`config.mk`:
```
export PLATFORM = sky130hd
export DESIGN_NAME = hack_memory_bus_flat
export DESIGN_NICKNAME = d
export VERILOG_FILES = /design/src/rtl/hack_memory_bus_pkg.sv /design/src/rtl/hack_memory_bus_if.sv /design/src/rtl/hack_memory_bus_addr_decode.sv /design/src/rtl/hack_memory_bus.sv /design/src/flat_wrapper.sv
export SDC_FILE = /design/constraint.sdc
export NUM_CORES = 1
export LEC_CHECK = 0
export CORE_UTILIZATION = 30
export CTS_BUF_LIST = sky130_fd_sc_hd__clkbuf_8
export CTS_CLUSTER_DIAMETER = 100
export DETAILED_ROUTE_END_ITERATION = 12
export GPL_ROUTABILITY_DRIVEN = 0
export GPL_TIMING_DRIVEN = 1
export SETUP_SLACK_MARGIN = 0.15
export SLEW_MARGIN = 20
export SYNTH_ARGS = -nofsm -noshare
export SYNTH_HDL_FRONTEND = slang
export SYNTH_SLANG_ARGS = --single-unit
```
`constraint.sdc`:
```
create_clock -name clock -period 2 [get_ports clock]
set_input_delay 0.2 -clock clock [delete_from_list [all_inputs] [get_ports clock]]
set_output_delay 0.2 -clock clock [all_outputs]
set_load 0.05 [all_outputs]
```
`src/rtl/hack_memory_bus_pkg.sv`:
```
// +--------------------------------------------------------------------------+
// | hack_mem_pkg : Hack data-memory map constants, region and state types    |
// | Rev 1.0                                                                  |
// +--------------------------------------------------------------------------+
`default_nettype none

package hack_mem_pkg;

  localparam logic [14:0] RAM_BASE    = 15'h0000;
  localparam logic [14:0] SCREEN_BASE = 15'h4000;
  localparam logic [14:0] KBD_ADDR    = 15'h6000;

  typedef enum logic [1:0] {
    REG_RAM    = 2'd0,
    REG_SCREEN = 2'd1,
    REG_KBD    = 2'd2,
    REG_NONE   = 2'd3
  } region_e;

  typedef enum logic [0:0] {
    ST_IDLE = 1'b0,
    ST_WAIT = 1'b1
  } state_e;

endpackage

`default_nettype wire

```
`src/rtl/hack_memory_bus_if.sv`:
```
// +--------------------------------------------------------------------------+
// | hack_memory_bus_if : CPU data port plus RAM/screen/keyboard side signals |
// | Rev 1.0                                                                  |
// +--------------------------------------------------------------------------+
`default_nettype none

interface hack_memory_bus_if;

  logic [14:0] address_m;
  logic [15:0] out_m;
  logic        write_m;
  logic [15:0] in_m;
  logic        hold;

  logic [13:0] ram_addr;
  logic [15:0] ram_wdata;
  logic        ram_we;
  logic [15:0] ram_rdata;

  logic [12:0] screen_addr;
  logic [15:0] screen_wdata;
  logic        screen_we;
  logic [15:0] screen_rdata;

  logic [15:0] keyboard;

  // Environment side: CPU, block RAMs and keyboard
  modport master (
    output address_m, out_m, write_m, ram_rdata, screen_rdata, keyboard,
    input  in_m, hold, ram_addr, ram_wdata, ram_we,
           screen_addr, screen_wdata, screen_we
  );

  modport slave (
    input  address_m, out_m, write_m, ram_rdata, screen_rdata, keyboard,
    output in_m, hold, ram_addr, ram_wdata, ram_we,
           screen_addr, screen_wdata, screen_we
  );

endinterface

`default_nettype wire

```
`src/rtl/hack_memory_bus_addr_decode.sv`:
```
// +--------------------------------------------------------------------------+
// | hack_addr_decode : combinational Hack address -> memory region           |
// | Rev 1.0                                                                  |
// +--------------------------------------------------------------------------+
`default_nettype none

module hack_addr_decode
  import hack_mem_pkg::*;
(
  input  logic [14:0] i_addr,
  output region_e     o_region
);

  always_comb begin
    if (i_addr < SCREEN_BASE) begin
      o_region = REG_RAM;
    end else if (i_addr < KBD_ADDR) begin
      o_region = REG_SCREEN;
    end else if (i_addr == KBD_ADDR) begin
      o_region = REG_KBD;
    end else begin
      o_region = REG_NONE;
    end
  end

endmodule

`default_nettype wire

```
`src/rtl/hack_memory_bus.sv`:
```
// +--------------------------------------------------------------------------+
// | hack_memory_bus : Hack data-memory stage, one-entry read buffer + hold   |
// | Optional macro HACK_MEMBUS_BYPASS_EN forwards rdata in the final wait.   |
// | Rev 1.0                                                                  |
// +--------------------------------------------------------------------------+
`default_nettype none

module hack_memory_bus
  import hack_mem_pkg::*;
#(
  parameter int READ_LATENCY = 1
) (
  input  logic             clock,
  input  logic             reset_n,
  hack_memory_bus_if.slave bus
);

  localparam logic [2:0] c_LAT = 3'(READ_LATENCY);

  state_e      r_state,      w_state_nxt;
  logic [2:0]  r_cnt,        w_cnt_nxt;
  logic [14:0] r_fetch_addr, w_fetch_addr_nxt;
  logic [14:0] r_buf_addr,   w_buf_addr_nxt;
  logic        r_buf_valid,  w_buf_valid_nxt;
  logic [15:0] r_buf_data,   w_buf_data_nxt;

  region_e     w_region;
  region_e     w_fetch_region;
  logic        w_is_mem;
  logic        w_hit;
  logic        w_addr_match;
  logic        w_final;
  logic        w_ram_we;
  logic        w_screen_we;
  logic        w_write;
  logic [15:0] w_sel_rdata;
  logic [15:0] w_in_m;
  logic        w_hold;

  hack_addr_decode u_addr_decode (
    .i_addr   (bus.address_m),
    .o_region (w_region)
  );

  hack_addr_decode u_fetch_decode (
    .i_addr   (r_fetch_addr),
    .o_region (w_fetch_region)
  );

  assign w_is_mem     = (w_region == REG_RAM) || (w_region == REG_SCREEN);
  assign w_hit        = r_buf_valid && (r_buf_addr == bus.address_m);
  assign w_addr_match = (r_fetch_addr == bus.address_m);
  assign w_final      = (r_state == ST_WAIT) && w_addr_match && (r_cnt == 3'd1);
  assign w_sel_rdata  = (w_fetch_region == REG_SCREEN) ? bus.screen_rdata : bus.ram_rdata;

  assign w_ram_we    = bus.write_m && (w_region == REG_RAM);
  assign w_screen_we = bus.write_m && (w_region == REG_SCREEN);
  assign w_write     = w_ram_we || w_screen_we;

  assign bus.ram_addr     = bus.address_m[13:0];
  assign bus.ram_wdata    = bus.out_m;
  assign bus.ram_we       = w_ram_we;
  assign bus.screen_addr  = bus.address_m[12:0];
  assign bus.screen_wdata = bus.out_m;
  assign bus.screen_we    = w_screen_we;

  always_ff @(posedge clock) begin
    if (!reset_n) begin
      r_state      <= ST_IDLE;
      r_cnt        <= 3'd0;
      r_fetch_addr <= 15'd0;
      r_buf_addr   <= 15'd0;
      r_buf_valid  <= 1'b0;
      r_buf_data   <= 16'd0;
    end else begin
      r_state      <= w_state_nxt;
      r_cnt        <= w_cnt_nxt;
      r_fetch_addr <= w_fetch_addr_nxt;
      r_buf_addr   <= w_buf_addr_nxt;
      r_buf_valid  <= w_buf_valid_nxt;
      r_buf_data   <= w_buf_data_nxt;
    end
  end

  always_comb begin : p_next
    w_state_nxt      = r_state;
    w_cnt_nxt        = r_cnt;
    w_fetch_addr_nxt = r_fetch_addr;
    w_buf_addr_nxt   = r_buf_addr;
    w_buf_valid_nxt  = r_buf_valid;
    w_buf_data_nxt   = r_buf_data;

    case (r_state)
      ST_IDLE: begin
        if (w_write) begin
          w_buf_valid_nxt = 1'b1;
          w_buf_addr_nxt  = bus.address_m;
          w_buf_data_nxt  = bus.out_m;
        end else if (w_is_mem && !w_hit) begin
          w_state_nxt      = ST_WAIT;
          w_cnt_nxt        = c_LAT;
          w_fetch_addr_nxt = bus.address_m;
        end
      end

      ST_WAIT: begin
        if (w_write) begin
          // A write fills the buffer with the CPU's own word, so the fetch is moot
          w_buf_valid_nxt = 1'b1;
          w_buf_addr_nxt  = bus.address_m;
          w_buf_data_nxt  = bus.out_m;
          w_state_nxt     = ST_IDLE;
        end else if (!w_is_mem) begin
          w_state_nxt = ST_IDLE;
        end else if (!w_addr_match) begin
          w_cnt_nxt        = c_LAT;
          w_fetch_addr_nxt = bus.address_m;
        end else if (r_cnt == 3'd1) begin
          w_buf_valid_nxt = 1'b1;
          w_buf_addr_nxt  = r_fetch_addr;
          w_buf_data_nxt  = w_sel_rdata;
          w_state_nxt     = ST_IDLE;
        end else begin
          w_cnt_nxt = r_cnt - 3'd1;
        end
      end

      default: w_state_nxt = ST_IDLE;
    endcase
  end

  always_comb begin : p_out
    w_hold = 1'b0;
    w_in_m = 16'h0000;
    case (w_region)
      REG_KBD:  w_in_m = bus.keyboard;
      REG_NONE: w_in_m = 16'h0000;
      default: begin
        w_in_m = r_buf_data;
        w_hold = !((r_state == ST_IDLE) && w_hit);
      end
    endcase
`ifdef HACK_MEMBUS_BYPASS_EN
    if (w_final) begin
      w_hold = 1'b0;
      w_in_m = w_sel_rdata;
    end
`endif
  end

  assign bus.hold = reset_n && w_hold;
  assign bus.in_m = reset_n ? w_in_m : 16'h0000;

endmodule

`default_nettype wire
```
`src/flat_wrapper.sv`:
```
// flat-port wrapper written by rule: the top's interface ports become plain ports
module hack_memory_bus_flat import hack_mem_pkg::*;
#(
  parameter int READ_LATENCY = 1
)
  (clock, reset_n, bus_address_m, bus_out_m, bus_write_m, bus_ram_rdata, bus_screen_rdata, bus_keyboard, bus_in_m, bus_hold, bus_ram_addr, bus_ram_wdata, bus_ram_we, bus_screen_addr, bus_screen_wdata, bus_screen_we);
  hack_memory_bus_if bus_i ();
  input  logic clock;
  input  logic reset_n;
  input wire logic [$bits(bus_i.address_m)-1:0] bus_address_m;
  input wire logic [$bits(bus_i.out_m)-1:0] bus_out_m;
  input wire logic [$bits(bus_i.write_m)-1:0] bus_write_m;
  input wire logic [$bits(bus_i.ram_rdata)-1:0] bus_ram_rdata;
  input wire logic [$bits(bus_i.screen_rdata)-1:0] bus_screen_rdata;
  input wire logic [$bits(bus_i.keyboard)-1:0] bus_keyboard;
  output wire logic [$bits(bus_i.in_m)-1:0] bus_in_m;
  output wire logic [$bits(bus_i.hold)-1:0] bus_hold;
  output wire logic [$bits(bus_i.ram_addr)-1:0] bus_ram_addr;
  output wire logic [$bits(bus_i.ram_wdata)-1:0] bus_ram_wdata;
  output wire logic [$bits(bus_i.ram_we)-1:0] bus_ram_we;
  output wire logic [$bits(bus_i.screen_addr)-1:0] bus_screen_addr;
  output wire logic [$bits(bus_i.screen_wdata)-1:0] bus_screen_wdata;
  output wire logic [$bits(bus_i.screen_we)-1:0] bus_screen_we;
  assign bus_i.address_m = bus_address_m;
  assign bus_i.out_m = bus_out_m;
  assign bus_i.write_m = bus_write_m;
  assign bus_i.ram_rdata = bus_ram_rdata;
  assign bus_i.screen_rdata = bus_screen_rdata;
  assign bus_i.keyboard = bus_keyboard;
  assign bus_in_m = bus_i.in_m;
  assign bus_hold = bus_i.hold;
  assign bus_ram_addr = bus_i.ram_addr;
  assign bus_ram_wdata = bus_i.ram_wdata;
  assign bus_ram_we = bus_i.ram_we;
  assign bus_screen_addr = bus_i.screen_addr;
  assign bus_screen_wdata = bus_i.screen_wdata;
  assign bus_screen_we = bus_i.screen_we;
  hack_memory_bus #(.READ_LATENCY(READ_LATENCY)) u_core (.clock(clock), .reset_n(reset_n), .bus(bus_i));
endmodule
```
## Word-level counts from Yosys, hierarchy flattened

Cells that the tools add are included.

| word-level totals | value |
|---|---|
| word-level logic and storage cells | 94 |
| input bits | 82 |
| register bits after elaboration | 51 |

| cells by class | value |
|---|---|
| reductions and logical operators | 15 |
| order comparisons | 4 |
| equality and inequality tests | 19 |
| muxes and demuxes | 48 |
| $add $sub $neg | 1 |
| bitwise operators | 1 |

Operator list:

| cell | count |
|---|---|
| $mux 15 | 10 |
| $mux 16 | 7 |
| $pmux 16 s2 | 2 |
| $lt 15x15->1 const B | 4 |
| $pmux 15 s2 | 2 |
| $eq 15x15->1 | 2 |
| $eq 15x15->1 const B | 2 |
| $mux 3 | 6 |
| $mux 1 | 14 |
| $ne 3x3->1 const B | 4 |
| $reduce_and 5->1 | 2 |
| $mux 2 | 4 |
| $ne 2x2->1 const B | 4 |
| $logic_and 1x1->1 | 6 |
| $pmux 3 s2 | 1 |
| $eq 2x1->1 const B | 2 |
| $eq 2x2->1 const B | 2 |
| $ne 2x1->1 const B | 2 |
| $pmux 1 s2 | 2 |
| $reduce_and 4->1 | 1 |
| $eq 3x1->1 const B | 1 |
| $sub 3x1->3 const B | 1 |
| $logic_not 1->1 | 2 |
| $logic_not 2->1 | 1 |
| 3 further kinds | 4 |

## Longest topological paths before layout

| depth | value |
|---|---|
| depth in word-level cells | 11 |
| mapped depth | 8 |
| depth with buffers taken out | 7 |

## Cells and area by module

A second synthesis with hierarchy kept.

| unflattened totals | value |
|---|---|
| cells, all modules | 454 |
| area total of the unflattened synthesis | 3,485.8 µm² |

By module, submodules not included:

| module | instances | sequential area each (µm²) | area an instance (µm²) | cells an instance |
|---|---|---|---|---|
| hack_memory_bus | 1 | 1,021.0 | 3,385.7 | 440 |
| hack_addr_decode | 2 | 0.0 | 50.0 | 7 |

## Worst setup path after synthesis

Ideal clock, no wire load.

| timing path | value |
|---|---|
| path kind | input-to-output |
| start | input port bus_address_m[2] |
| end | output port bus_in_m[10] |
| cell stages on the path | 6 |
| arrival time | 1,738 ps |
| data required time | 1,800 ps |
| path slack | 62 ps |
| buffers on the path | 2 |
| cell sequence | or4_1 > nor4_1 > and3_1 > buf_2 > buf_4 > a22o_1 |

| between the ends | value |
|---|---|
| word-level cells in the longest chain between the ends | 7 |
| elaborated cells between the ends (all ways) | 10 |

RTL lines:

| what | line | source |
|---|---|---|
| start: declaration | flat_wrapper.sv:10 | `input wire logic [$bits(bus_i.address_m)-1:0] bus_address_m;` |
| branches (longest 3 deep; another with $lt 15x15->1) | n/a |  |
| $mux 2 * | hack_memory_bus_addr_decode.sv:15 | `if (i_addr < SCREEN_BASE) begin` |
| $eq 2x2->1 | hack_memory_bus.sv:135 | `case (w_region)` |
| $pmux 16 s2 * | hack_memory_bus.sv:135 |  |
| $mux 16 * | hack_memory_bus.sv:152 | `assign bus.in_m = reset_n ? w_in_m : 16'h0000;` |
| end: declaration | flat_wrapper.sv:16 | `output wire logic [$bits(bus_i.in_m)-1:0] bus_in_m;` |

Every way passes the cells marked *.

## Worst setup path after layout

| timing path | value |
|---|---|
| start | input port bus_address_m[3] |
| end | output port bus_in_m[15] |

The elaborated chain is that of the path after synthesis.

==> run_results.csv <==
group,metric,value,unit
power_and_ir_drop,ir_drop,0.2485,mV
clocking,root_buffer,"clkbuf_8",
global_route,grt-ovfl-total,0,
final_layout,diodes,0,
yosys,synth_area_leader_cell,"dfxtp_1",
die,rows,39,
timing,setup_viol,0,
clocking,clkLatencyLatePin,0.31,ns
drt,post_drt_wl_per_cell,15.89,um
yosys,synth-seq-cells,51,
worst_setup_path,start_kind,"input pin",
yosys,synth_edf_count,0,
timing,rsz0062_at_grt,"yes",
worst_setup_path,crit_arrival,1.79,ns
worst_setup_path,worst_ep_required_time,1.80,ns
drt,drt-total-wl,11.19,mm
timing,finalHoldViolations,0,
worst_setup_path,worst_setup_path_end_kind,"output port",
timing,worst_slew_margin_rel,62.58,%
yosys,yosysTopAreaCellShare,27.99,%
timing,clock.fmax,502.6,MHz
place,portBuffers,159,
clocking,htreeDepth,2,
global_route,antenna_found_initial,0,
yosys,synth_cell_types,40,
yosys,synth.yosys.seq_area_share,27.99,%
die,die_h,112.3,um
yosys,yosys_warnings,0,
timing,period_share,99.48,%
final_layout,postLayoutCellArea,6257,um^2
worst_setup_path,critical_path_class,"input pin to output port",
timing,post-route-min-period,1.990,ns
yosys,synthTopCellsByCount,"nand2_1 (96), mux2i_1 (62), buf_4 (60)",
timing,clock_skew,0.004644,ns
power_and_ir_drop,power_density,510.7,nW/um^2
worst_setup_path,path_max_fanout,8,
timing,slew_viol_final,0,
yosys,syn_nets,505,
clocking,path_clk_slew,0.09,ns
drt,drc,4,
final_layout,nets,645,
timing,tns,0,ns
die,core,11610,um^2
place,dp_cells,682,
global_route,grt.total_usage,17.50,%
power_and_ir_drop,p_leak,2.679,nW
final_layout,fin_cells,704,
global_route,grt_max_degree,97,
place,dpl.hpwl,8.163,mm
timing,setup_ws,0.01036,ns
final_layout,areaGrowthSynthToFinish,71.56,%
global_route,grt_pass1_wl,17.48,mm
yosys,avgSynthCellArea,8.663,um^2
status,status,"finished, violations left",
drt,vias_per_cell,4.852,
final_layout,drive_gt1_share,39.57,%
clocking,cts_sinks,51,
die,pin_count,160,
yosys,synth.most_common_cell,"nand2_1",
drt,drt_iter0_markers,73,
die,dieArea,12600,um^2
hold_path,min_path_type,"input pin to flop",
die,initial_utilization,31.40,%
drt,detail-route-antenna-nets,0,
clocking,cts_max_path_buffers,2,
drt,first_pass_iters,9,
timing,tightest_slew,0.5592,ns
clocking,cts_made_buffers,5,
global_route,first_global_vias,3424,
die,fp.dieW,112.3,um
clocking,cts_tree,"built",
place,pre_cts_ws,-0.4667,ns
place,post_dp_cell_area,5633,um^2
yosys,synthTopCellsByArea,"dfxtp_1 (28%), mux2i_1 (17%), buf_4 (12%)",
yosys,synth.cell_area,3647,um^2
yosys,synth_cells,421,
timing,hold_slack,0.3455,ns
yosys,ys.flop_type,"dfxtp_1",
drt,vias,3416,
status,violations,"DRC",
flow_run,maxCapViolations,0,
yosys,synthArstFlopShare,0,%
logic make-up after synthesis:
family	synth area share, %
flip-flops	27.99
XOR/XNOR	7.410
AO/OA/AOI/OAI	10.46
multiplexers	21.34
buffers and inverters	16.95
adder cells (fa/ha/maj)	0.6860
AND/OR/NAND/NOR	15.16
report_power, final:
group          total [W]  internal (W)  switching [W]
Clock           0.000713      0.000363       0.000351
Sequential       0.00115       0.00109      0.0000588
Combinational    0.00134      0.000666       0.000669
metal layers:
metal	wire [um]	track usage, %
met1	4507	19.86
met2	5919	33.33
met3	662	3.402
met4	98	4.356
met5	0	0
critical path: stages:
cell and delay [ns]:
buf_6 0.09, or4_4 0.55, nor4_4 0.19, and3_4 0.28, buf_12 0.15, a22o_1 0.17
buf_12 0.14
path summary, 6_finish.rpt:
kind | to | slack, ns | from | cells after the start
worst min-delay path | u_core.r_buf_valid | 0.35 | reset_n | 4
worst max-delay path | bus_in_m[15] | 0.01 | bus_address_m[3] | 7
worst min register to register | u_core.r_buf_valid | 0.47 | u_core.r_buf_valid | 2
worst max register to register | u_core.r_fetch_addr[8] | 0.06 | u_core.r_fetch_addr[10] | 8
layout by cell type, fill, tap and decap left out, types with 3 or more instances in the layout:
cell type,netlist,layout
nand2_1,96,96
buf_4,60,70
clkdlybuf4s50_1,0,65
mux2i_1,62,59
buf_12,0,53
dfxtp_1,51,42
o211ai_1,17,17
a22o_4,0,15
mux2_2,14,14
buf_6,6,13
xnor2_1,17,11
xor2_1,12,11
dfxtp_2,0,8
xnor2_2,1,7
dlygate4sd2_1,0,7
inv_1,5,6
nand4_1,6,6
clkbuf_8,0,5
nor4_2,1,4
buf_16,0,4
nor2b_1,4,3
mux2i_2,0,3
clkbuf_2,0,3
buf_2,5,3
state kept, by name (all words and copies together) (netlist names):
signal,cells
u_core.r_state,1
u_core.r_cnt,3
u_core.r_buf_data,16
u_core.r_buf_addr,15
u_core.r_fetch_addr,15
u_core.r_buf_valid,1
repair_timing:
action | in CTS | in global routing
buffers inserted | 8 | 3
cloned | 4 | 0
endpoints found under the setup margin | 68 | 68
hold buffers | 0 | 0
resized for setup | 70 | 37
pin swaps | 22 | 18
final cells by class:
| type | count | area (um^2) |
|---|---|---|
| multi-input combinational | 279 | 2325 |
| sequential | 51 | 1035 |
| inverter | 5 | 18.77 |
| fill | 1015 | 5356 |
| timing repair buffer | 219 | 2597 |
| tap | 143 | 178.9 |
| clock buffer | 5 | 68.82 |
| clock inverter | 2 | 33.78 |
metrics by stage:
step | util, % | total power, W
final | 53.88 | 0.003196
after global routing | 53.88 | 0.003317
after CTS | 52.45 | 0.003178
after detailed placement | 48.50 | 0.002383
after global placement | 48.50 | 0.002371
after floorplan | - | 0.001869
(Power assumes the default switching activity.)
